**src/rtl/number_five_pkg.sv**
```systemverilog
// number_five_pkg
// Shared constants for the number_five priority encoder: the 2-bit index
// emitted on {X,Y} for each request line.
package number_five_pkg;

  localparam logic [1:0] CODE_D1 = 2'b00;
  localparam logic [1:0] CODE_D2 = 2'b01;
  localparam logic [1:0] CODE_D3 = 2'b10;
  localparam logic [1:0] CODE_D4 = 2'b11;

endpackage : number_five_pkg

```
**src/rtl/number_five_enc.sv**
```systemverilog
// number_five_enc
// Purely combinational 4-to-2 priority encoder. D4 has the highest priority.
// With no request asserted the code is forced to 00 and V is low, so the
// output is always a defined value.
// Ports:
//   D1..D4 : request inputs (D1 lowest priority, D4 highest)
//   X, Y   : encoded index of the highest asserted request, X is the MSB
//   V      : at least one request is asserted
module number_five_enc
  import number_five_pkg::*;
(
  input  logic D1,
  input  logic D2,
  input  logic D3,
  input  logic D4,
  output logic X,
  output logic Y,
  output logic V
);

  logic [1:0] code;

  // First matching request wins; the idle case shares CODE_D1 (00) and is
  // distinguished from a real D1 request only by V.
  always_comb begin
    code = CODE_D1;
    if (D4) begin
      code = CODE_D4;
    end else if (D3) begin
      code = CODE_D3;
    end else if (D2) begin
      code = CODE_D2;
    end else begin
      code = CODE_D1;
    end
  end

  assign X = code[1];
  assign Y = code[0];
  assign V = D1 | D2 | D3 | D4;

endmodule : number_five_enc

```
**src/rtl/number_five.sv**
```systemverilog
// number_five
// Registered 4-to-2 priority encoder with valid flag. Requests are sampled on
// every rising clock edge and the encoded result appears one cycle later.
// Synchronous active-high reset clears all outputs and overrides capture.
// Ports:
//   clk    : rising-edge clock
//   rst    : synchronous, active-high reset
//   D1..D4 : request inputs (D1 lowest priority, D4 highest)
//   X, Y   : registered encoded index, X is the MSB
//   V      : registered valid (any request present)
module number_five
  import number_five_pkg::*;
(
  input  logic clk,
  input  logic rst,
  input  logic D1,
  input  logic D2,
  input  logic D3,
  input  logic D4,
  output logic X,
  output logic Y,
  output logic V
);

  logic x_next;
  logic y_next;
  logic v_next;

  number_five_enc u_enc (
    .D1 (D1),
    .D2 (D2),
    .D3 (D3),
    .D4 (D4),
    .X  (x_next),
    .Y  (y_next),
    .V  (v_next)
  );

  // The three output flops are the only state; registering them keeps the
  // outputs glitch-free regardless of when the requests change.
  always_ff @(posedge clk) begin
    if (rst) begin
      X <= 1'b0;
      Y <= 1'b0;
      V <= 1'b0;
    end else begin
      X <= x_next;
      Y <= y_next;
      V <= v_next;
    end
  end

endmodule : number_five

```
**config.mk**
```make
export PLATFORM = sky130hd
export DESIGN_NAME = number_five
export DESIGN_NICKNAME = d
export VERILOG_FILES = /design/src/rtl/number_five_pkg.sv /design/src/rtl/number_five_enc.sv /design/src/rtl/number_five.sv
export SDC_FILE = /design/constraint.sdc
export NUM_CORES = 1
export LEC_CHECK = 0
export BUFFER_PORTS_ARGS = -buffer_cell sky130_fd_sc_hd__buf_2
export CORE_AREA = 10 10 47 49
export DETAILED_ROUTE_END_ITERATION = 10
export DIE_AREA = 0 0 57 59
export MAX_ROUTING_LAYER = met4
export PLACE_DENSITY_LB_ADDON = 0.3
export SYNTH_ARGS = -nofsm -noshare
export SYNTH_HDL_FRONTEND = slang
export SYNTH_SLANG_ARGS = --single-unit
export TNS_END_PERCENT = 20
```
**constraint.sdc**
```tcl
create_clock -name clk -period 0.8 [get_ports clk]
set_clock_uncertainty 0.1 [all_clocks]
set_input_delay 0.04 -clock clk [delete_from_list [all_inputs] [get_ports clk]]
set_output_delay 0.04 -clock clk [all_outputs]
set_load 0.02 [all_outputs]
```
==> metrics.txt, run 1 <==
fmax=1250 MHz; worst slew margin relative to its limit=0.917; CTS tree=done; commonest non-fill, non-tap cell in the layout=buf_2; core area=1400 um2; Seq pwr share=0.335; syn nets=16; total die area=3360 um2; DR iter-0 viols=1; CP Capture Type=output pin; crit-path cells=buf_6; register area share after synthesis=0.632; P_int=0.388 mW; Worst Slack Setup Final=0.979 ps; nets=31; Hold WS=-45.5 ps; post-layout min period=799 ps; row count=14; Clock Sinks=3; crit path max-delay cell type=dfxtp_2; Peak VDD IR=0.355 mV; fraction of layout cells with a size suffix above 1=0.625; Area Overhead vs Synth=136%; failing checks=hold timing; Hold Violations, Final=3; period utilization=0.999; Worst-Margin Slew=124 ps; post-synthesis cell count=10; Power Density=2220 nW/um2; Critical Path Stages=1; gp weighted congestion=0.542; commonest cells after routing, fill and taps aside=5 x buf_2, 3 x dfxtp_2, 3 x nor2_1, 3 x clkbuf_4, 3 x buf_6; Critical Path Source Type=register; Synth Register Bits=3; Netlist cell types=6; Buffers on Ports=8; initial antenna violation count=0; Comb power frac=0.138; Layout Utilization=0.160; Worst Path Arrival=660 ps; Yosys Warn Count=0; sw frac=0.221; Setup-failing EPs final=0; Leakage=0.104 nW; # hold bufs at CTS=2; CP max FO=1; Post-Place Cells=34; status=finished, violations left; mean post-synth cell area=9.51 um2; Routed WL=331 um; non-filler instance count after layout=40; RSZ-0062 raised after global routing=yes; drt first pass iters=2; DRC errors left=0; NetSw=0.110 mW; Remaining Overflow, GRT=0; Clk pwr share=0.526; vias in the first global route=121; largest net degree at the start of global routing=4; Crit path max-delay family=flip-flops; Layout fillers=169; Via density=2.75; # diodes=0; Critical path buffers and inverters=1; critical path type=register to output pin; root buf cell=clkbuf_4; total CTS buffers=3; io pins=9; WP data required=660 ps; Setup WS pre-CTS=213 ps; post-route ant nets=0; Hold Path Cell Cnt=3; Starting Density=0.0679; maxcap violations=0; final-report max-slew violation count=0; Netlist Area Pre-Place=95.1 um2; GRT Total Usage=0.0262; Tightest Hold Check Type=primary input to register; # H-tree levels=1; first-pass GRT wire length=531 um; clock slew at reported path FFs=40 ps; die height=59 um; Die X=57 um; CTS Buffer Depth=2; slowest stage delay, CP=310 ps; DR vias=110; post-detailed-route wirelength per cell=8.28 um
[sequential cells by signal, indices dropped and copies added (netlist names)]
signal  flops
Y           1
X           1
V           1
[repair_timing]
action,in CTS,in global routing
setup buffers,0,0
endpoints found under the hold margin,3,1
gates resized for setup,9,0
setup endpoints to repair,3,3
[metrics by stage]
step | instance area [um2] | total power [mW] | setup TNS (ps)
floorplan | 95.1 | 0.189 | 0
global placement | 155 | 0.216 | 0
detailed placement | 155 | 0.216 | 0
CTS | 224 | 0.513 | -19.2
global route | 224 | 0.541 | -63.6
finish | 224 | 0.498 | 0
[layout make-up]
cell class / count / area, um2 / share of cell area
repair buffers: 10 / 78.8 / 0.352
flip-flops and latches: 3 / 63.8 / 0.285
multi-input cells: 6 / 31.3 / 0.140
clock buffers: 4 / 26.3 / 0.117
well taps: 16 / 20.0 / 0.0894
inverters: 1 / 3.75 / 0.0168
[cell families (layout without fill, tap and decap cells)]
logic type	count (synthesis)	after routing	share of synthesized area
buf+inv	1	15	0.0394
compound gates	2	2	0.145
flops	3	3	0.632
simple gates	4	4	0.184
[routing by layer]
layer	up-vias	global-route usage	part of all wire
li1	58	-	-
met1	41	0.0249	0.51
met2	11	0.0140	0.22
met3	0	0.0494	0.27
met4	0	0.0201	0
met5	-	-	0
[cells in the mapped netlist]
| library cell | number | area (um2) |
|---|---|---|
| dfxtp_1 | 3 | 60.1 |
| nor2_1 | 3 | 11.3 |
| a21oi_1 | 1 | 5.00 |
| a21oi_2 | 1 | 8.76 |
| inv_1 | 1 | 3.75 |
| nand2b_1 | 1 | 6.26 |
[final timing paths]
check	slack (ps)	end	startpoint
hold / removal	-50	X$_SDFF_PP0_	D3
setup / recovery	1	V	V$_SDFF_PP0_
[power by group through the flow]
stage               logic, mW  registers, mW  clock network, mW
CTS                    0.0696          0.167              0.276
detailed placement     0.0511          0.165                  0
floorplan              0.0112          0.178                  0
finish                 0.0689          0.167              0.262
global route           0.0746          0.167              0.299
global placement       0.0513          0.165                  0
Note: power is estimated with default switching activity, not from simulation.
==> run 2, diff against run 1 <==
--- a/config.mk
+++ b/config.mk
@@ -13,5 +13,6 @@
 export PLACE_DENSITY_LB_ADDON = 0.3
 export SYNTH_ARGS = -nofsm -noshare
 export SYNTH_HDL_FRONTEND = slang
+export SYNTH_HIERARCHICAL = 1
 export SYNTH_SLANG_ARGS = --single-unit
 export TNS_END_PERCENT = 20
==> metrics.txt, run 2 <==
Critical Path Source Type=register; period utilization=1.00; DR iter-0 viols=1; WP data required=660 ps; final-report max-slew violation count=0; post-detailed-route wirelength per cell=8.85 um; fmax=1250 MHz; CTS Buffer Depth=2; non-filler instance count after layout=39; DRC errors left=0; largest area contributor in the synthesized netlist=dfxtp_1; commonest non-fill, non-tap cell in the layout=buf_2; post-route ant nets=0; drt first pass iters=2; Crit path max-delay family=flip-flops; Setup-failing EPs final=1; DR vias=107; crit path max-delay cell type=dfxtp_2; Post-Place Cells=34; Layout fillers=165; register area share after synthesis=0.585; # H-tree levels=1; Netlist cell types=6; io pins=9; Yosys Warn Count=6; die height=59 um; Worst Path Arrival=660 ps; Netlist Area Pre-Place=103 um2; post-layout min period=801 ps; ys async rst share=0; worst slew margin relative to its limit=0.937; Hold Violations, Final=0; Main synth FF type=dfxtp_1; nets=30; Remaining Overflow, GRT=0; Post-CTS Setup Bufs=0; Worst Slack Setup Final=-1.50 ps; Power Density=2260 nW/um2; failing checks=setup timing; GR Util met3=0.0365; total CTS buffers=3; Starting Density=0.0732; GRT Total Usage=0.0284; Leakage=0.103 nW; EDFF count, synth=0; hpwl dp=268 um; largest cells by area after synthesis=dfxtp_1 59%, nor2b_1 18%, a21o_1 7.3%, or2_1 6.1%, or3_1 6.1%; busiest grt layer=met4; maxcap violations=0; Buffers on Ports=8; fraction of layout cells with a size suffix above 1=0.609; RSZ-0062 raised after global routing=yes; Tightest Hold Check Type=primary input to register; Layout Utilization=0.158; Synth top cells by count=3 x dfxtp_1, 3 x nor2b_1; Top Registers=V x1, X x1, Y x1; # diodes=0; root buf cell=clkbuf_4; share of the synthesized area in the top cell type=0.585; total power=0.501 mW; first-pass GRT wire length=545 um; vias in the first global route=117; Critical path buffers and inverters=1; Via density=2.74; Synth Register Bits=3; post-synthesis cell count=10; critical path type=register to output pin; mean post-synth cell area=10.3 um2; CP max FO=1; commonest cells after routing, fill and taps aside=5 x buf_2, 3 x dfxtp_2, 3 x nor2b_1, 3 x clkbuf_4, 3 x buf_6; Routed WL=345 um; clock slew at reported path FFs=40 ps; core area=1400 um2; row count=14; initial antenna violation count=0; CTS tree=done; largest net degree at the start of global routing=4; status=finished, violations left; total die area=3360 um2; Setup WS pre-CTS=-205 ps; Die X=57 um; syn nets=16; slowest stage delay, CP=310 ps; Worst-Margin Slew=94.1 ps; CP Capture Type=output pin; routing usage on met1=0.0273; GRT met2 Usage=0.0140; Peak VDD IR=0.286 mV; Area Overhead vs Synth=116%; gp weighted congestion=0.651; Clock Sinks=3; crit-path cells=buf_6
==> run 2: changes by cell type after synthesis <==
cell | previous run | this run
or3_1 | 0 | 1
nand2b_1 | 1 | 0
a21oi_2 | 1 | 0
a21oi_1 | 1 | 0
or2_1 | 0 | 1
a21o_1 | 0 | 1
nor2_1 | 3 | 0
nor2b_1 | 0 | 3
==> run 2: per-layer routing <==
metal	share of wire	vias up
met2	0.24	11
met3	0.16	2
met1	0.55	37
met4	0.046	0
met5	0	-
li1	-	57
==> run 2: path summary, 6_finish.rpt <==
check | to | startpoint | slack (ps) | cells after the start
worst max-delay path | Y | Y$_SDFF_PP0_ | -1 | 1
worst min-delay path | V$_SDFF_PP0_ | D1 | 20 | 3
==> run 2: power breakdown <==
part,switching [mW],internal (mW),leakage (nW)
Clock,0.0816,0.187,0.0150
Combinational,0.0275,0.0377,0.0625
Sequential,0.00428,0.162,0.0256
==> run 2: worst min-delay path, delay by kind of cell <==
kind / cells / cell delay (ps)
buffers and inverters: 1 / 80
and+or+nand+nor: 2 / 200
==> run 2: cell families after synthesis <==
family | after synthesis | share of synthesized area
compound gates | 1 | 0.0732
buf+inv | 1 | 0.0366
flops | 3 | 0.585
simple gates | 5 | 0.305
==> run 2: cell type report <==
class                      instances  area [um2]  share of cell area
inverter                           1        3.75              0.0169
clock buffer                       4        26.3               0.119
multi-input combinational          6        38.8               0.175
timing repair buffer               9        68.8               0.311
sequential                         3        63.8               0.288
tap                               16        20.0              0.0904
==> run 2: through the flow <==
| step | TNS (ps) | cell area [um2] | hold WS (ps) |
|---|---|---|---|
| 3_5_place_dp | -205 | 163 | 142 |
| 5_1_grt | -68.3 | 221 | 33.2 |
| 3_3_place_gp | -195 | 163 | 140 |
| 6_report | -1.50 | 221 | 24.6 |
| 4_1_cts | -38.2 | 221 | 21.7 |
| 2_1_floorplan | -69.4 | 103 | 11.6 |
==> run 2: timing repair <==
action                                 in CTS  in global routing
gates resized for setup                     9                  0
cloned                                      0                  0
setup endpoints to repair                   3                  3
hold buffers                                1                  0
endpoints found under the hold margin       3                  0
==> run 3, diff against run 2 <==
--- a/config.mk
+++ b/config.mk
@@ -7,6 +7,7 @@
 export LEC_CHECK = 0
 export BUFFER_PORTS_ARGS = -buffer_cell sky130_fd_sc_hd__buf_2
 export CORE_AREA = 10 10 47 49
+export CTS_BUF_LIST = sky130_fd_sc_hd__clkbuf_2
 export DETAILED_ROUTE_END_ITERATION = 10
 export DIE_AREA = 0 0 57 59
 export MAX_ROUTING_LAYER = met4
==> metrics.txt, run 3 (synthesis results as in run 2) <==
status=finished, final reports clean; # diodes=0; core area=1400 um2; Worst-Margin Slew=78.9 ps; gp weighted congestion=0.651; post-detailed-route wirelength per cell=8.77 um; DRC errors left=0; maxcap violations=0; Remaining Overflow, GRT=0; largest net degree at the start of global routing=4; worst slew margin relative to its limit=0.947; Die X=57 um; die height=59 um; CTS tree=done; WP data required=800 ps; Critical Path Source Type=primary input; DR iter-0 viols=1; Post-CTS Setup Bufs=0; period utilization=0.980; Tightest Hold Check Type=primary input to register; setup tns final=0 ps; hpwl dp=268 um; Post-Place Cells=34; critical path type=primary input to register; Leakage=0.115 nW; row count=14; DR vias=108; drt first pass iters=2; total CTS buffers=3; area post-placement=163 um2; Top Registers=V x1, X x1, Y x1; # H-tree levels=1; Layout Utilization=0.157; Worst Path Arrival=780 ps; CP Capture Type=register; commonest cells after routing, fill and taps aside=5 x buf_2, 4 x clkbuf_2, 3 x dfxtp_2, 3 x buf_6, 2 x nor2b_1; nets=30; non-filler instance count after layout=39; post-route ant nets=0; Hold WS=45.2 ps; CP max FO=2; CTS Buffer Depth=2; Hold Violations, Final=0; Via density=2.77; clock slew at reported path FFs=40 ps; final-report max-slew violation count=0; Worst Slack Setup Final=16.2 ps; Starting Density=0.0732; GRT Total Usage=0.0284; io pins=9; Setup WS pre-CTS=-205 ps; total die area=3360 um2; vias in the first global route=117; commonest non-fill, non-tap cell in the layout=buf_2; fraction of layout cells with a size suffix above 1=0.696; Buffers on Ports=8; root buf cell=clkbuf_2; RSZ-0062 raised after global routing=yes; total power=0.448 mW; post-layout min period=784 ps; Area Overhead vs Synth=115%; first-pass GRT wire length=545 um; Clock Sinks=3; initial antenna violation count=0; fmax=1280 MHz; design area=220 um2; Power Density=2030 nW/um2; Routed WL=342 um; Setup-failing EPs final=0; Peak VDD IR=0.291 mV
[run 3: cell types whose count changed in the layout (fill, tap and decap cells not counted)]
| cell | change |
|---|---|
| clkbuf_1 | -1 |
| clkbuf_2 | +4 |
| dlygate4sd3_1 | -1 |
| clkbuf_4 | -3 |
| nor2b_2 | +1 |
| nor2b_1 | -1 |
| dlymetal6s4s_1 | +1 |
[run 3: power by group]
part	switching (mW)	internal [mW]	leakage, nW
Combinational	0.0278	0.0395	0.0726
Sequential	0.00428	0.162	0.0256
Clock	0.0823	0.132	0.0166
Total	0.114	0.334	0.115
[run 3: path summary, 6_finish.rpt]
kind                  start           end  slack (ps)  depth (start not counted)
worst max-delay path     D4  V$_SDFF_PP0_          20                          4
worst min-delay path     D4  Y$_SDFF_PP0_          50                          3
[run 3: timing repair]
| action | 4_1_cts | 5_1_grt |
|---|---|---|
| cloned | 0 | 0 |
| endpoints found under the setup margin | 3 | 5 |
| resized for setup | 8 | 3 |
| endpoints found under the hold margin | 3 | 0 |
| hold buffers | 1 | 0 |
[run 3: area by class of cell]
class                           count  area, um2
Fill cell                         163       1180
Timing Repair Buffer                9       71.3
Inverter                            1       3.75
Sequential cell                     3       63.8
Tap cell                           16       20.0
Clock buffer                        4       20.0
Multi-Input combinational cell      6       41.3
[run 3: critical path, stage by stage]
cell and delay [ps]:
buf_2 100, or2_1 220, or3_1 290, nor2b_1 130
[run 3: per-layer routing]
metal	vias up	part of all wire	global-route usage
met5	-	0	-
met2	11	0.24	0.0140
met3	2	0.16	0.0365
met1	38	0.55	0.0273
li1	57	-	-
met4	0	0.047	0.0503
